===== src/rtl/hid_inject_sched.sv =====
// Keystroke injection scheduler: queues {mod,code} and claims two host polls per key (press, then release).
// Latency: owned/own_data assert the cycle after the poll pulse; a FIFO pop lands the cycle after the release ack.
// Backpressure: key_ready drops when the queue is full; no combinational path from key_valid to key_ready.
module hid_inject_sched #(
    parameter int FIFO_DEPTH  = 4,
    parameter int ACK_TIMEOUT = 256,
    parameter int MAX_RETRY   = 3
) (
    input  logic                          clk,
    input  logic                          rst_n,
    input  logic                          key_valid,
    input  logic [7:0]                    key_mod,
    input  logic [7:0]                    key_code,
    output logic                          key_ready,
    input  logic                          inj_en,
    input  logic                          poll,
    input  logic                          pkt_done,
    input  logic                          ack,
    output logic [63:0]                   own_data,
    output logic                          owned,
    output logic                          busy,
    output logic [$clog2(FIFO_DEPTH):0]   fifo_count,
    output logic [7:0]                    drop_cnt,
    output logic [2:0]                    state
);

    localparam int AW = $clog2(FIFO_DEPTH);
    localparam int CW = AW + 1;
    localparam int TW = $clog2(ACK_TIMEOUT + 1);
    localparam int RW = $clog2(MAX_RETRY + 2);

    typedef enum logic [2:0] {
        IDLE      = 3'd0,
        PRESS_ARM = 3'd1,
        PRESS_TX  = 3'd2,
        PRESS_ACK = 3'd3,
        REL_ARM   = 3'd4,
        REL_TX    = 3'd5,
        REL_ACK   = 3'd6
    } state_t;

    typedef struct packed {
        logic [7:0] mod;
        logic [7:0] code;
    } key_t;

    key_t            mem [FIFO_DEPTH];
    logic [AW-1:0]   wr_ptr, rd_ptr;
    logic [CW-1:0]   count_q;
    logic            push, pop;
    key_t            head;

    state_t          state_q, state_d;
    logic [RW-1:0]   retry_q, retry_d;
    logic [TW-1:0]   timer_q, timer_d;
    logic [7:0]      drop_q;
    logic            drop_inc;
    logic            owned_q, owned_d;
    logic [63:0]     own_data_q, own_data_d;
    logic            timeout, retry_left, in_ack;

    assign key_ready  = (count_q < CW'(FIFO_DEPTH));
    assign push       = key_valid & key_ready;
    assign head       = mem[rd_ptr];
    assign fifo_count = count_q;

    always_ff @(posedge clk) begin
        if (push) mem[wr_ptr] <= '{mod: key_mod, code: key_code};
    end

    always_ff @(posedge clk or negedge rst_n) begin
        if (!rst_n) begin
            wr_ptr  <= '0;
            rd_ptr  <= '0;
            count_q <= '0;
        end else begin
            if (push) wr_ptr <= wr_ptr + AW'(1);
            if (pop)  rd_ptr <= rd_ptr + AW'(1);
            count_q <= count_q + CW'(push) - CW'(pop);
        end
    end

    // State register plus the per-report retry/timer bookkeeping and registered outputs
    always_ff @(posedge clk or negedge rst_n) begin
        if (!rst_n) begin
            state_q    <= IDLE;
            retry_q    <= '0;
            timer_q    <= '0;
            drop_q     <= '0;
            owned_q    <= 1'b0;
            own_data_q <= '0;
        end else begin
            state_q    <= state_d;
            retry_q    <= retry_d;
            timer_q    <= timer_d;
            owned_q    <= owned_d;
            own_data_q <= own_data_d;
            if (drop_inc && drop_q != 8'hFF) drop_q <= drop_q + 8'd1;
        end
    end

    assign timeout    = (timer_q == TW'(ACK_TIMEOUT - 1));
    assign retry_left = (retry_q < RW'(MAX_RETRY));
    assign in_ack     = (state_q == PRESS_ACK) || (state_q == REL_ACK);

    always_comb begin
        state_d  = state_q;
        retry_d  = retry_q;
        pop      = 1'b0;
        drop_inc = 1'b0;
        case (state_q)
            IDLE: if (count_q != '0 && inj_en) begin
                state_d = PRESS_ARM;
                retry_d = '0;
            end
            PRESS_ARM: if (poll)     state_d = PRESS_TX;
            PRESS_TX:  if (pkt_done) state_d = PRESS_ACK;
            PRESS_ACK: begin
                // ack beats a coincident timeout or early poll
                if (ack) begin
                    state_d = REL_ARM;
                    retry_d = '0;
                end else if (timeout || poll) begin
                    if (retry_left) begin
                        state_d = PRESS_ARM;
                        retry_d = retry_q + RW'(1);
                    end else begin
                        state_d = REL_ARM;
                        retry_d = '0;
                    end
                end
            end
            REL_ARM: if (poll)     state_d = REL_TX;
            REL_TX:  if (pkt_done) state_d = REL_ACK;
            REL_ACK: begin
                if (ack) begin
                    state_d = IDLE;
                    pop     = 1'b1;
                end else if (timeout || poll) begin
                    if (retry_left) begin
                        state_d = REL_ARM;
                        retry_d = retry_q + RW'(1);
                    end else begin
                        state_d  = IDLE;
                        pop      = 1'b1;
                        drop_inc = 1'b1;
                    end
                end
            end
            default: state_d = IDLE;
        endcase
        timer_d = (in_ack && state_d == state_q) ? timer_q + TW'(1) : '0;
    end

    always_comb begin
        owned_d    = (state_d == PRESS_TX) || (state_d == REL_TX);
        own_data_d = '0;
        if (state_d == PRESS_TX) own_data_d = {40'h0, head.code, 8'h00, head.mod};
    end

    assign owned    = owned_q;
    assign own_data = own_data_q;
    assign busy     = (state_q != IDLE);
    assign drop_cnt = drop_q;
    assign state    = state_q;

endmodule


===== config.mk =====
export PLATFORM = sky130hd
export DESIGN_NAME = hid_inject_sched
export DESIGN_NICKNAME = d
export VERILOG_FILES = /design/src/rtl/hid_inject_sched.sv
export SDC_FILE = /design/constraint.sdc
export NUM_CORES = 1
export LEC_CHECK = 0
export BUFFER_PORTS_ARGS = -buffer_cell sky130_fd_sc_hd__buf_2
export CAP_MARGIN = 20
export CORE_MARGIN = 2
export CORE_UTILIZATION = 59
export DETAILED_ROUTE_END_ITERATION = 7
export PLACE_DENSITY = 0.95
export SLEW_MARGIN = 15
export SYNTH_ARGS = -nofsm -noshare
export SYNTH_HDL_FRONTEND = slang
export SYNTH_SLANG_ARGS = --single-unit

===== constraint.sdc =====
create_clock -name clk -period 7.75 [get_ports clk]
set_input_delay 0 -clock clk [delete_from_list [all_inputs] [get_ports clk]]
set_output_delay 0 -clock clk [all_outputs]
set_load 0.05 [all_outputs]

==> results by group <==
Timing
  – Worst slew pin tran: just under 0.9 ns
  – Maximum clock frequency: 320 MHz
  – Hold WS: 0.110 ns
  – Clock Skew: 0.0193 ns
  – # setup viols final: 0
  – Final period utilization: between 40% and 50%
  – Post-layout min period: 3.12 ns
  – Max-slew headroom: 41.5%
  – Fin. Hold Viols: 0
  – Setup total negative slack: 0 ns
  – Max-slew violation count: 0
  – RSZ-0062 raised after global routing: false

Floorplan
  – Rows: 33
  – Initial core utilization: approximately 60%
  – Die Ht: 95.5 um
  – Die W: 95.5 um
  – Core area: 0.00818 mm^2
  – Die area: 0.00913 mm^2
  – Boundary Pins: 104

Synthesis
  – Area leader, netlist: edfxtp_1
  – Top cells by area, synth: edfxtp_1 (39%), dfrtp_1 (24%), buf_4 (7.4%), mux4_2 (7.3%), ha_1 (2.5%)
  – Cell count after synthesis: 333
  – Yosys reg bits: 111
  – Async set-reset flop share out of synthesis: between 40% and 50%
  – Synth cell types: 46
  – Top FF cell, synth: edfxtp_1
  – Post-synth EDFFs: 64
  – Mean Syn Cell Area: 14.8 um^2
  – Synthesis Warnings: 0
  – Area share of the largest cell type after synthesis: 38.9%
  – Mapped Area: ~0.005 mm^2
  – Seq/Total Area, Yosys: 62.7%

Critical path
  – Reg2Reg Capture Point: fifo_count[2]
  – Crit path arrival time: about 3.4 ns
  – Launch point of the worst reg-to-reg path: timer_q[0]
  – Critical path's slowest cell: dfrtp_1
  – Critical Path End Type: register
  – CP delay by family, top: adder cells
  – Worst path cell trace: ha_1, nand3_1, nor2_1, and3_1, ha_1, nor3_1, nor2_1, and3_1, ha_1, inv_1, ha_1, fa_1, xnor2_1, xnor2_1
  – CP most frequent cell: ha_1
  – CP Max Fanout: 5
  – Critical Path Start Type: register
  – R2R cell count: 14
  – Worst EP required: 8.04 ns
  – Critical path buffers and inverters: 1
  – Reg-to-reg slack, setup: 4.63 ns
  – CP Class: reg2reg
  – Crit-path max cell delay: 0.43 ns

CTS
  – CTS Buf Count: 9
  – CTS tree: yes
  – CTS clk-pin slew, worst paths: 0.11 ns
  – CTS max path bufs: 2
  – CTS H-tree lvls: 3
  – CTS sink cnt: 111
  – Post-CTS setup buffer count: 0
  – CTS root buffer: clkbuf_8
  – Worst-Skew Late Latency: 0.37 ns

GRT
  – Largest net degree at the start of global routing: 48
  – Overall Global Routing Usage: 20.8%
  – First-pass GRT wire length: 13900 um
  – GRT Residual Overflow: 0
  – Antenna violations before repair: 0
  – Vias in the first global route: 2714

Run status
  – Status: finished, final reports clean

Cells and area
  – Final Util: 67.4%
  – # diodes: 0
  – Layout area overhead: 11.4%
  – Non-Filler Cell Area, Final: about 0.0055 mm^2
  – Filler Cells Inserted: 540
  – Commonest non-fill, non-tap cell in the layout: edfxtp_1
  – Most frequent cells in the layout: edfxtp_1 (64), buf_2 (54), conb_1 (48)
  – Share of layout cells above drive strength 1: 24.9%
  – Fin nets: 439

Route
  – Initial DRC count: 216
  – Routed len/inst: 17.6 um
  – Vias: 2798
  – Post-route ant nets: 0
  – Number of detailed-route iterations in the first pass: 4
  – Post-Route WL: 9080 um
  – DRC violations left: 0
  – Vias per cell: approximately 5.4

Power and ir drop
  – Net Switching: 732 uW
  – Sequential power share: 46.1%
  – Internal: 1080 uW
  – Clock power frac: a little under a fifth
  – Total power per unit cell area: approximately 330 mW/mm^2
  – IR drop worst, VDD: 192 uV
  – Pwr Total: 1810 uW
  – Static leakage power: 0.00227 uW
  – Comb power frac: 35.1%
  – Sw Share: 40.4%

Place
  – Port Buffers: 55
  – RD Place Congestion: between 0.8 and 0.9
  – Post-DP Area: just over 0.005 mm^2
  – Detailed Place HPWL: roughly 5900 um

Min path
  – Hold Crit Depth: 4
  – WHS Endpoint: owned
  – Worst hold path type: in2reg
  – Min-delay src: poll

Job
  – Max Cap Viol: 0
-- cells by family (layout without fill, tap and decap cells) --
| group | after synthesis | after routing | share of synthesized area [%] |
|---|---|---|---|
| multiplexers | 19 | 19 | 7.97 |
| adder cells (fa/ha/maj) | 11 | 11 | 2.94 |
| other | 1 | 48 | 0.0759 |
| AO/OA/AOI/OAI | 21 | 21 | 3.09 |
| buffers and inverters | 72 | 102 | 9.42 |
| AND/OR/NAND/NOR | 80 | 80 | 10.7 |
| XOR/XNOR | 18 | 18 | 3.19 |
| flip-flops | 111 | 111 | 62.7 |
-- per-layer routing --
metal | part of all wire [%] | GRT usage [%] | vias up
met5 | 0 | 0 | -
met4 | 2.1 | 6.43 | 0
met3 | 6.1 | 4.43 | 16
met2 | 53 | 37.1 | 134
met1 | 39 | 25.3 | 1386
li1 | - | - | 1262
-- worst reg2reg max path, stage by stage (launching register included) --
cell	delay (ns)
dfrtp_1	0.43
ha_1	0.24
nand3_1	0.12
nor2_1	0.08
and3_1	0.18
ha_1	0.19
nor3_1	0.22
nor2_1	0.15
and3_1	0.24
ha_1	0.27
inv_1	0.04
ha_1	0.19
fa_1	0.39
xnor2_1	0.18
xnor2_1	0.14
-- synth_stat cells (5+ instances only) --
| cell type | n |
|---|---|
| and2_1 | 5 |
| buf_2 | 9 |
| buf_4 | 49 |
| dfrtp_1 | 47 |
| edfxtp_1 | 64 |
| ha_1 | 10 |
| inv_1 | 11 |
| mux4_2 | 16 |
| nand2_1 | 9 |
| nand3_1 | 8 |
| nor2_1 | 16 |
| nor2b_1 | 5 |
| nor4b_1 | 8 |
| nor4b_2 | 8 |
| o21ai_0 | 5 |
| xnor2_1 | 7 |
| xor2_1 | 11 |
-- power groups by stage --
stage | Clock [uW] | Combinational (uW) | Sequential (uW)
2_1_floorplan | 0 | 450 | 885
3_3_place_gp | 0 | 589 | 838
3_5_place_dp | 0 | 616 | 847
4_1_cts | 345 | 625 | 836
5_1_grt | 364 | 677 | 853
6_report | 341 | 636 | 835
-- worst max-delay path by stage --
stage	depth (start not counted)	from	slack [ns]	to
finish	14	timer_q[0]	4.63	fifo_count[2]
global route	14	timer_q[0]	4.47	fifo_count[2]
CTS	14	timer_q[0]	4.62	fifo_count[2]
detailed placement	14	timer_q[0]	4.65	fifo_count[2]
global placement	14	timer_q[0]	4.74	fifo_count[2]
floorplan	14	timer_q[0]	4.81	fifo_count[2]
-- per-stage QoR --
| step | cells | worst slack, ns |
|---|---|---|
| global placement | 480 | 4.74 |
| detailed placement | 480 | 4.65 |
| CTS | 514 | 4.62 |
| global route | 515 | 4.47 |
| floorplan | 380 | 4.81 |
| finish | 515 | 4.63 |
-- sequential cells by signal (all words and copies together), names as in the netlist --
| name | count |
|---|---|
| mem | 64 |
| own_data | 16 |
| timer_q | 9 |
| drop_cnt | 8 |
| fifo_count | 3 |
| retry_q | 3 |
| state | 3 |
| rd_ptr | 2 |
| wr_ptr | 2 |
| owned | 1 |
-- repair_timing --
| action | in CTS | in global routing |
|---|---|---|
| resized for setup | 0 | 0 |
| hold buffers | 18 | 0 |
| hold endpoints to repair | 112 | 0 |
-- layout make-up --
cell class | count | area (um^2) | area share, %
multi-input cells | 197 | 1560 | 28.3
repair buffers | 75 | 480 | 8.72
clock inverters | 7 | 75.1 | 1.36
flip-flops and latches | 111 | 3100 | 56.3
well taps | 105 | 131 | 2.39
inverters | 11 | 41.3 | 0.750
clock buffers | 9 | 124 | 2.25
Note: power is estimated with default switching activity, not from simulation.
